==> src/rtl/hazard_ctrl_if.sv <==
// Hazard-controller bundle: pipeline hazard inputs in, stall/flush/freeze controls and status out.
// master = pipeline side driving the hazard inputs, slave = the hazard controller.
interface hazard_ctrl_if #(
  parameter int CNT_W = 32
);
  logic             IDEX_MemRead;
  logic [4:0]       IDEX_RD;
  logic [4:0]       IFID_RS1;
  logic [4:0]       IFID_RS2;
  logic             branch_taken;
  logic             mem_busy;
  logic             PCWrite;
  logic             IFID_Write;
  logic             IFID_Flush;
  logic             IDEX_Flush;
  logic             EXMEM_Flush;
  logic             Freeze;
  logic             mem_timeout;
  logic [CNT_W-1:0] stall_cycles;
  logic [CNT_W-1:0] flush_events;

  modport master (
    output IDEX_MemRead, IDEX_RD, IFID_RS1, IFID_RS2, branch_taken, mem_busy,
    input  PCWrite, IFID_Write, IFID_Flush, IDEX_Flush, EXMEM_Flush, Freeze,
    input  mem_timeout, stall_cycles, flush_events
  );

  modport slave (
    input  IDEX_MemRead, IDEX_RD, IFID_RS1, IFID_RS2, branch_taken, mem_busy,
    output PCWrite, IFID_Write, IFID_Flush, IDEX_Flush, EXMEM_Flush, Freeze,
    output mem_timeout, stall_cycles, flush_events
  );
endinterface

==> src/rtl/hazard_ctrl.sv <==
// Pipeline hazard controller: load-use stalls, branch-redirect flushes, memory-busy freeze, watchdog, perf counters.
// Controls are combinational from state+inputs (same-cycle); no backpressure, mem_busy freezes the pipe.
module hazard_ctrl #(
  parameter int FLUSH_CYCLES = 1,
  parameter int MEM_TIMEOUT  = 255,
  parameter int CNT_W        = 32
) (
  input  logic         clk,
  input  logic         reset,
  hazard_ctrl_if.slave hz
);

  localparam int FCW = (FLUSH_CYCLES > 1) ? $clog2(FLUSH_CYCLES + 1) : 1;
  localparam int BW  = $clog2(MEM_TIMEOUT + 1);

  typedef enum logic [1:0] {
    RUN     = 2'd0,
    FLUSH   = 2'd1,
    MEMWAIT = 2'd2
  } state_e;

  state_e           state_q, state_d, eff_state;
  logic [FCW-1:0]   flush_cnt_q, flush_cnt_d;
  logic             pend_q, pend_d;
  logic [BW-1:0]    busy_cnt_q, busy_cnt_d;
  logic             timeout_q, timeout_d;
  logic [CNT_W-1:0] stall_q, stall_d;
  logic [CNT_W-1:0] fev_q, fev_d;

  logic load_use;
  logic redirect;
  logic pc_write, ifid_write, ifid_flush, idex_flush, exmem_flush, freeze;

  assign load_use = hz.IDEX_MemRead && (hz.IDEX_RD != 5'd0) &&
                    ((hz.IDEX_RD == hz.IFID_RS1) || (hz.IDEX_RD == hz.IFID_RS2));
  assign redirect = hz.branch_taken || pend_q;

  // The cycle memory releases behaves like the state being resumed (RUN, or FLUSH if interrupted mid-flush).
  always_comb begin
    eff_state = state_q;
    if (state_q == MEMWAIT && !hz.mem_busy) begin
      eff_state = (flush_cnt_q != '0) ? FLUSH : RUN;
    end
  end

  // State register
  always_ff @(posedge clk) begin
    if (reset) begin
      state_q     <= RUN;
      flush_cnt_q <= '0;
      pend_q      <= 1'b0;
      busy_cnt_q  <= '0;
      timeout_q   <= 1'b0;
      stall_q     <= '0;
      fev_q       <= '0;
    end else begin
      state_q     <= state_d;
      flush_cnt_q <= flush_cnt_d;
      pend_q      <= pend_d;
      busy_cnt_q  <= busy_cnt_d;
      timeout_q   <= timeout_d;
      stall_q     <= stall_d;
      fev_q       <= fev_d;
    end
  end

  // Next-state logic
  always_comb begin
    state_d     = state_q;
    flush_cnt_d = flush_cnt_q;
    pend_d      = pend_q;
    busy_cnt_d  = '0;
    timeout_d   = timeout_q;
    fev_d       = fev_q;
    stall_d     = stall_q;

    if (hz.mem_busy) begin
      state_d    = MEMWAIT;
      pend_d     = pend_q || hz.branch_taken;
      busy_cnt_d = (busy_cnt_q == BW'(MEM_TIMEOUT)) ? busy_cnt_q : busy_cnt_q + 1'b1;
      if (busy_cnt_d == BW'(MEM_TIMEOUT)) begin
        timeout_d = 1'b1;
      end
    end else if (redirect) begin
      pend_d = 1'b0;
      if (fev_q != '1) begin
        fev_d = fev_q + 1'b1;
      end
      if (FLUSH_CYCLES > 1) begin
        state_d     = FLUSH;
        flush_cnt_d = FCW'(FLUSH_CYCLES - 1);
      end else begin
        state_d     = RUN;
        flush_cnt_d = '0;
      end
    end else if (eff_state == FLUSH) begin
      flush_cnt_d = flush_cnt_q - 1'b1;
      state_d     = (flush_cnt_q == FCW'(1)) ? RUN : FLUSH;
    end else begin
      state_d = RUN;
    end

    if (!pc_write && stall_q != '1) begin
      stall_d = stall_q + 1'b1;
    end
  end

  // Output logic
  always_comb begin
    pc_write    = 1'b1;
    ifid_write  = 1'b1;
    ifid_flush  = 1'b0;
    idex_flush  = 1'b0;
    exmem_flush = 1'b0;
    freeze      = 1'b0;
    if (hz.mem_busy) begin
      freeze     = 1'b1;
      pc_write   = 1'b0;
      ifid_write = 1'b0;
    end else if (redirect) begin
      ifid_flush  = 1'b1;
      idex_flush  = 1'b1;
      exmem_flush = 1'b1;
    end else if (eff_state == FLUSH) begin
      ifid_flush = 1'b1;
      idex_flush = 1'b1;
    end else if (load_use) begin
      pc_write   = 1'b0;
      ifid_write = 1'b0;
      idex_flush = 1'b1;
    end
  end

  assign hz.PCWrite      = pc_write;
  assign hz.IFID_Write   = ifid_write;
  assign hz.IFID_Flush   = ifid_flush;
  assign hz.IDEX_Flush   = idex_flush;
  assign hz.EXMEM_Flush  = exmem_flush;
  assign hz.Freeze       = freeze;
  assign hz.mem_timeout  = timeout_q;
  assign hz.stall_cycles = stall_q;
  assign hz.flush_events = fev_q;

endmodule

==> src/flat_wrapper.sv <==
// flat-port wrapper written by rule: the top's interface ports become plain ports
module hazard_ctrl_flat 
#(
  parameter int FLUSH_CYCLES = 1,
  parameter int MEM_TIMEOUT  = 255,
  parameter int CNT_W        = 32
)
  (clk, reset, hz_IDEX_MemRead, hz_IDEX_RD, hz_IFID_RS1, hz_IFID_RS2, hz_branch_taken, hz_mem_busy, hz_PCWrite, hz_IFID_Write, hz_IFID_Flush, hz_IDEX_Flush, hz_EXMEM_Flush, hz_Freeze, hz_mem_timeout, hz_stall_cycles, hz_flush_events);
  hazard_ctrl_if #(.CNT_W(CNT_W)) hz_i ();
  input  logic clk;
  input  logic reset;
  input wire logic [$bits(hz_i.IDEX_MemRead)-1:0] hz_IDEX_MemRead;
  input wire logic [$bits(hz_i.IDEX_RD)-1:0] hz_IDEX_RD;
  input wire logic [$bits(hz_i.IFID_RS1)-1:0] hz_IFID_RS1;
  input wire logic [$bits(hz_i.IFID_RS2)-1:0] hz_IFID_RS2;
  input wire logic [$bits(hz_i.branch_taken)-1:0] hz_branch_taken;
  input wire logic [$bits(hz_i.mem_busy)-1:0] hz_mem_busy;
  output wire logic [$bits(hz_i.PCWrite)-1:0] hz_PCWrite;
  output wire logic [$bits(hz_i.IFID_Write)-1:0] hz_IFID_Write;
  output wire logic [$bits(hz_i.IFID_Flush)-1:0] hz_IFID_Flush;
  output wire logic [$bits(hz_i.IDEX_Flush)-1:0] hz_IDEX_Flush;
  output wire logic [$bits(hz_i.EXMEM_Flush)-1:0] hz_EXMEM_Flush;
  output wire logic [$bits(hz_i.Freeze)-1:0] hz_Freeze;
  output wire logic [$bits(hz_i.mem_timeout)-1:0] hz_mem_timeout;
  output wire logic [$bits(hz_i.stall_cycles)-1:0] hz_stall_cycles;
  output wire logic [$bits(hz_i.flush_events)-1:0] hz_flush_events;
  assign hz_i.IDEX_MemRead = hz_IDEX_MemRead;
  assign hz_i.IDEX_RD = hz_IDEX_RD;
  assign hz_i.IFID_RS1 = hz_IFID_RS1;
  assign hz_i.IFID_RS2 = hz_IFID_RS2;
  assign hz_i.branch_taken = hz_branch_taken;
  assign hz_i.mem_busy = hz_mem_busy;
  assign hz_PCWrite = hz_i.PCWrite;
  assign hz_IFID_Write = hz_i.IFID_Write;
  assign hz_IFID_Flush = hz_i.IFID_Flush;
  assign hz_IDEX_Flush = hz_i.IDEX_Flush;
  assign hz_EXMEM_Flush = hz_i.EXMEM_Flush;
  assign hz_Freeze = hz_i.Freeze;
  assign hz_mem_timeout = hz_i.mem_timeout;
  assign hz_stall_cycles = hz_i.stall_cycles;
  assign hz_flush_events = hz_i.flush_events;
  hazard_ctrl #(.FLUSH_CYCLES(FLUSH_CYCLES), .MEM_TIMEOUT(MEM_TIMEOUT), .CNT_W(CNT_W)) u_core (.clk(clk), .reset(reset), .hz(hz_i));
endmodule
==> config.mk <==
export PLATFORM = sky130hd
export DESIGN_NAME = hazard_ctrl_flat
export DESIGN_NICKNAME = d
export VERILOG_FILES = /design/src/rtl/hazard_ctrl_if.sv /design/src/rtl/hazard_ctrl.sv /design/src/flat_wrapper.sv
export SDC_FILE = /design/constraint.sdc
export NUM_CORES = 1
export LEC_CHECK = 0
export BUFFER_PORTS_ARGS = -buffer_cell sky130_fd_sc_hd__buf_2
export CORE_MARGIN = 2
export CORE_UTILIZATION = 40
export CTS_CLUSTER_DIAMETER = 30
export DETAILED_ROUTE_END_ITERATION = 10
export PLACE_DENSITY = 0.66
export SKIP_LAST_GASP = 1
export SYNTH_ARGS = -nofsm -noshare
export SYNTH_HDL_FRONTEND = slang
export SYNTH_SLANG_ARGS = --single-unit
==> constraint.sdc <==
create_clock -name clk -period 6.1 [get_ports clk]
set_clock_uncertainty 0.15 [all_clocks]
set_input_delay 0.305 -clock clk [delete_from_list [all_inputs] [get_ports clk]]
set_output_delay 0.305 -clock clk [all_outputs]
set_load 0.01 [all_outputs]
== Word level (Yosys, flattened, before mapping) ==
Index checks and enable logic that the tools add are counted.

* Flip-flop bits (word level): 77
* Input port bits: 20
* Output and inout bits: 71
* Word-level logic and storage cells: 63

* Add/sub/neg operators: 4
* Eq/ne operators: 8
* Multiplexer cells: 25
* Bitwise gates (word level): 2
* Reduce and logical (&&, ||, !) cells: 16

{| class="wikitable"
|+ Operator list
! cell !! number
|-
| adder 32 x 1 -> 32 bit, second input constant || 2
|-
| != test 32 bit, second input constant || 2
|-
| 2-to-1 mux 1 bit || 20
|-
| equality test 8 bit, second input constant || 2
|-
| equality test 5 bit || 2
|-
| adder 8 x 1 -> 8 bit, second input constant || 1
|-
| 2-to-1 mux 2 bit || 4
|-
| 2-to-1 mux 8 bit || 1
|-
| nonzero test 5 bit || 1
|-
| logical AND 1 bit || 4
|-
| AND reduction 2 bit || 2
|-
| nonzero test 2 bit || 2
|-
| OR reduction 4 bit || 1
|-
| AND reduction 3 bit || 1
|-
| equality test 2 x 1 -> 1 bit, second input constant || 1
|-
| equality test 2 bit, second input constant || 1
|-
| logical NOT 1 bit || 2
|-
| logical OR 1 bit || 2
|-
| inverter 1 bit || 2
|-
| OR reduction 2 bit || 1
|-
| subtractor 1 bit, second input constant || 1
|}

== Logic depth before layout (Yosys ltp) ==
* Depth in word-level cells: 9
* Mapped depth: 8
* Depth with buffers taken out: 7

== Least setup slack after synthesis ==
OpenSTA, ideal clock, no wires.

* Path type: register to register
* From: register u_core.stall_q[11], in the netlist u_core.hz.stall_cycles[11]
* To: register u_core.stall_q[28], in the netlist u_core.hz.stall_cycles[28]
* Library setup time: 0.121 ns
* Data arrival time: 1.869 ns
* Required time: 5.829 ns
* Slack: 3.960 ns
* Cell stages (with the launch flop): 7
* Path buffers: 0
* Period minus slack after synthesis: 2.140 ns
* Cell sequence: dfxtp_1 nand4_2 nor4_4 nor3b_2 inv_1 nor3_1 mux2_2

* Cells in the longest elaborated chain, start to end: 2
* Elaborated cells on any way between the ends: 3
* Those cells by class: add/sub: 1; eq/ne: 1; reduce/logical: 1

{| class="wikitable"
|+ Ends and longest elaborated chain
! element !! line !! text
|-
| start, declared || hazard_ctrl.sv:27 || <nowiki>logic [CNT_W-1:0] stall_q, stall_d;</nowiki>
|-
| start signal, assigned || hazard_ctrl.sv:62 || <nowiki>stall_q <= stall_d;</nowiki>
|-
| branches (longest 2 deep; another with adder 32 x 1 -> 32 bit) || n/a ||
|}

Several ways; the timed one is not identified.
A chain may end at the register's enable or synchronous reset.

== Final worst setup path ==
* From: register u_core.stall_q[11], in the netlist u_core.hz.stall_cycles[11]
* To: register u_core.stall_q[1], in the netlist u_core.hz.stall_cycles[1]

* Cells in the longest elaborated chain, start to end: 2

{| class="wikitable"
|+ Ends and longest elaborated chain
! element !! line !! text
|-
| != test 32 bit || hazard_ctrl.sv:103 || <nowiki>if (!pc_write && stall_q != '1) begin</nowiki>
|-
| logical AND 1 bit || hazard_ctrl.sv:103 ||
|}

Every way passes these cells.

==> metrics <==
CP Class=reg -> reg; flop2flop setup slack=3340 ps; clk_lat worst skew=350 ps; Gate power share=0.059; Crit path depth=7; Top Family by Delay on Critical Path=simple AND/OR/NAND/NOR gates; port buffer count=90; Max clock buf depth=2; Sw Ratio=0.235; CTS clk-pin slew, worst paths=80 ps; layout overhead on the synthesized area=19.4%; WL per Instance=13.7 um; final std cells w/o fill=693; post-CTS setup buffer count=0; Min Hold Slack=129 ps; Slew Limit Fails=0; total power=0.993 mW; Slowest-stage cell, CP=nor4_4; Antenna Violating Nets Remaining=0; Worst-Margin Slew=803 ps; hold crit path type=in -> reg; placer congestion estimate=0.828; critical path launch point type=flop; final WL=9460 um; Post-Syn Nets=493; FMAX=362 MHz; CTS tree=yes; Mapped Cells=470; critical path capture point type=flop; outcome=finished, final reports clean; R2R cell count=7; unrepaired setup endpoints after global routing=false; share of cells above drive strength 1=0.221; FF+latch count, synth=77; clock buffer count from CTS=9; initial core utilization=0.407; sum of buffers and inverters on the critical path=1; first-pass detailed-route iteration total=4; Yosys cell types=53; Worst Hold Launch=hz_branch_taken; endpoints failing setup=0; Worst Hold End=u_core.pend_q$_SDFFE_PP0P_; largest net degree at the start of global routing=72; Final Hold Viols=0; register area share after synthesis=0.393; Hold-fix buffers, CTS=0; die height=103 um; Synth Cell Area=3920 um^2; warnings from Yosys=0; worst setup slack after layout=3340 ps; cell row count=36; DR iter-0 viols=186; setup TNS=0 ps; slew margin rel.=0.463; Post-synth EDFFs=0; post-place setup slack=3370 ps; Reg-to-Reg Start=u_core.hz.stall_cycles[11]$_SDFFE_PP0P_; Root Driver=clkbuf_8; crit path time final=2760 ps; Critical Path AT=2820 ps; Die Wd=103 um; die area=10,600 um^2; initial antenna violation count=0; Leak=1.80 nW; H-tree depth=3; critical path's largest stage delay=520 ps; # resized after CTS=0; dpl hpwl=6670 um; Async SR Flop Fraction=0; Placeable Area=9640 um^2; sw power=0.233 mW; Worst Hold Path Cells=3; IR drop worst, VDD=0.133 mV; DR vias=3,676; Tot GR Track Use=0.178; IO Pins=91; diodes inserted=0; global route overflow=0; worst path cell trace=nand4_2 > nor4_4 > nand2_2 > o221ai_2 > buf_4 > mux2i_1 > nor2_1; Avg Inst Size Synth=8.34 um^2; Pwr Density=212 nW/um^2; post-placement cell count=677; Flop pwr share=0.514; Via density=5.30; period utilization=0.453; reg-to-reg endpoint=u_core.hz.stall_cycles[1]$_SDFFE_PP0P_; vias in the first global route=3,303; P_int=0.760 mW; CP Data Required Time=6160 ps; worst-path fanout max=24; # DRC=0; Max Cap Viol=0; Synth Flop Type=dfxtp_1; CTS sink cnt=77; Clk network pwr share=0.427; fin nets=578; first-pass GRT wire length=15,100 um
-- synthesized netlist by cell type, types with 10 or more instances --
cell type | number | area, um^2
nand2_1 | 29 | 109
nor2_1 | 50 | 188
a21oi_1 | 34 | 170
inv_1 | 14 | 52.6
clkbuf_1 | 11 | 41.3
o21ai_0 | 24 | 120
xnor2_1 | 22 | 193
nand4_1 | 25 | 156
or3_1 | 24 | 150
xor2_1 | 22 | 193
dfxtp_1 | 77 | 1540
nand3_1 | 28 | 140
nor3_1 | 12 | 60.1
and3_1 | 10 | 62.6
-- cells by family (layout without fill, tap and decap cells) --
group / count (synthesis) / after routing / synth area share
adder cells (fa/ha/maj): 3 / 3 / 0.00958
buffers and inverters: 33 / 123 / 0.0377
AND/OR/NAND/NOR: 226 / 226 / 0.322
XOR/XNOR: 44 / 44 / 0.0983
multiplexers: 4 / 4 / 0.0112
AO/OA/AOI/OAI: 83 / 83 / 0.128
flip-flops: 77 / 77 / 0.393
-- tightest hold or removal path, stage by stage --
cell and delay (ps):
buf_2 110, nor2_1 70, nor2_1 100
-- registers in the layout (all words and copies together), names as in the netlist --
register / cells
u_core.hz.stall_cycles: 32
u_core.hz.flush_events: 32
u_core.flush_cnt_q: 1
u_core.busy_cnt_q: 8
u_core.state_q: 2
u_core.pend_q: 1
u_core.hz.mem_timeout: 1
-- worst max path at each step --
stage / start / slack (ps) / to
2_1_floorplan: u_core.hz.stall_cycles[11]$_SDFFE_PP0P_ / 3960 / u_core.hz.stall_cycles[28]$_SDFFE_PP0P_
3_3_place_gp: u_core.hz.stall_cycles[10]$_SDFFE_PP0P_ / 3480 / u_core.hz.stall_cycles[1]$_SDFFE_PP0P_
3_5_place_dp: u_core.hz.stall_cycles[11]$_SDFFE_PP0P_ / 3370 / u_core.hz.stall_cycles[1]$_SDFFE_PP0P_
4_1_cts: u_core.hz.stall_cycles[11]$_SDFFE_PP0P_ / 3330 / u_core.hz.stall_cycles[1]$_SDFFE_PP0P_
5_1_grt: u_core.hz.stall_cycles[11]$_SDFFE_PP0P_ / 3100 / u_core.hz.stall_cycles[1]$_SDFFE_PP0P_
6_report: u_core.hz.stall_cycles[11]$_SDFFE_PP0P_ / 3340 / u_core.hz.stall_cycles[1]$_SDFFE_PP0P_
-- placed cells by master, fill, tap and decap left out, types with 3 or more instances in the layout --
master | Yosys | final
buf_2 | 4 | 90
dfxtp_1 | 77 | 77
nor2_1 | 50 | 50
a21oi_1 | 34 | 34
nand2_1 | 29 | 29
nand3_1 | 28 | 28
nand4_1 | 25 | 25
o21ai_0 | 24 | 24
or3_1 | 24 | 24
xnor2_1 | 22 | 22
xor2_1 | 22 | 22
inv_1 | 14 | 14
nor3_1 | 12 | 12
and3_1 | 10 | 10
clkbuf_8 | 0 | 9
and4_1 | 7 | 7
nor2b_1 | 6 | 6
or4_1 | 5 | 5
o21ai_1 | 5 | 5
nand3b_1 | 4 | 4
and2_1 | 4 | 4
nand2b_1 | 3 | 3
nor4_1 | 3 | 3
nand4b_1 | 3 | 3
or2_2 | 3 | 3
o31ai_1 | 3 | 3
ha_1 | 3 | 3
buf_4 | 3 | 3
-- stage by stage --
step	utilization	area, um^2
CTS	0.485	4680
global route	0.485	4680
global placement	0.463	4460
detailed placement	0.463	4460
finish	0.485	4680
floorplan	-	3920
-- area by class of cell --
class                   instances  area (um^2)
clock buffers                  11          131
repair buffers                 93          473
clock inverters                 5         83.8
well taps                     133          166
inverters                      14         52.6
multi-input cells             360         2230
flip-flops and latches         77         1540
fillers                       977         4960
-- power groups by stage --
stage / sequential (mW) / combinational (mW) / clock, mW
after floorplan: 0.522 / 0.0396 / 0
after global routing: 0.511 / 0.0651 / 0.460
after CTS: 0.510 / 0.0596 / 0.441
after detailed placement: 0.522 / 0.0592 / 0
final: 0.510 / 0.0585 / 0.424
after global placement: 0.522 / 0.0578 / 0
-- per-layer routing --
| metal | up-vias | routed length, um | GRT usage |
|---|---|---|---|
| met5 | - | 0 | 0 |
| met4 | 0 | 239 | 0.0840 |
| li1 | 1856 | - | - |
| met1 | 1689 | 4470 | 0.225 |
| met3 | 21 | 546 | 0.0502 |
| met2 | 110 | 4200 | 0.282 |
No activity file was read; power rests on OpenSTA's default activity.
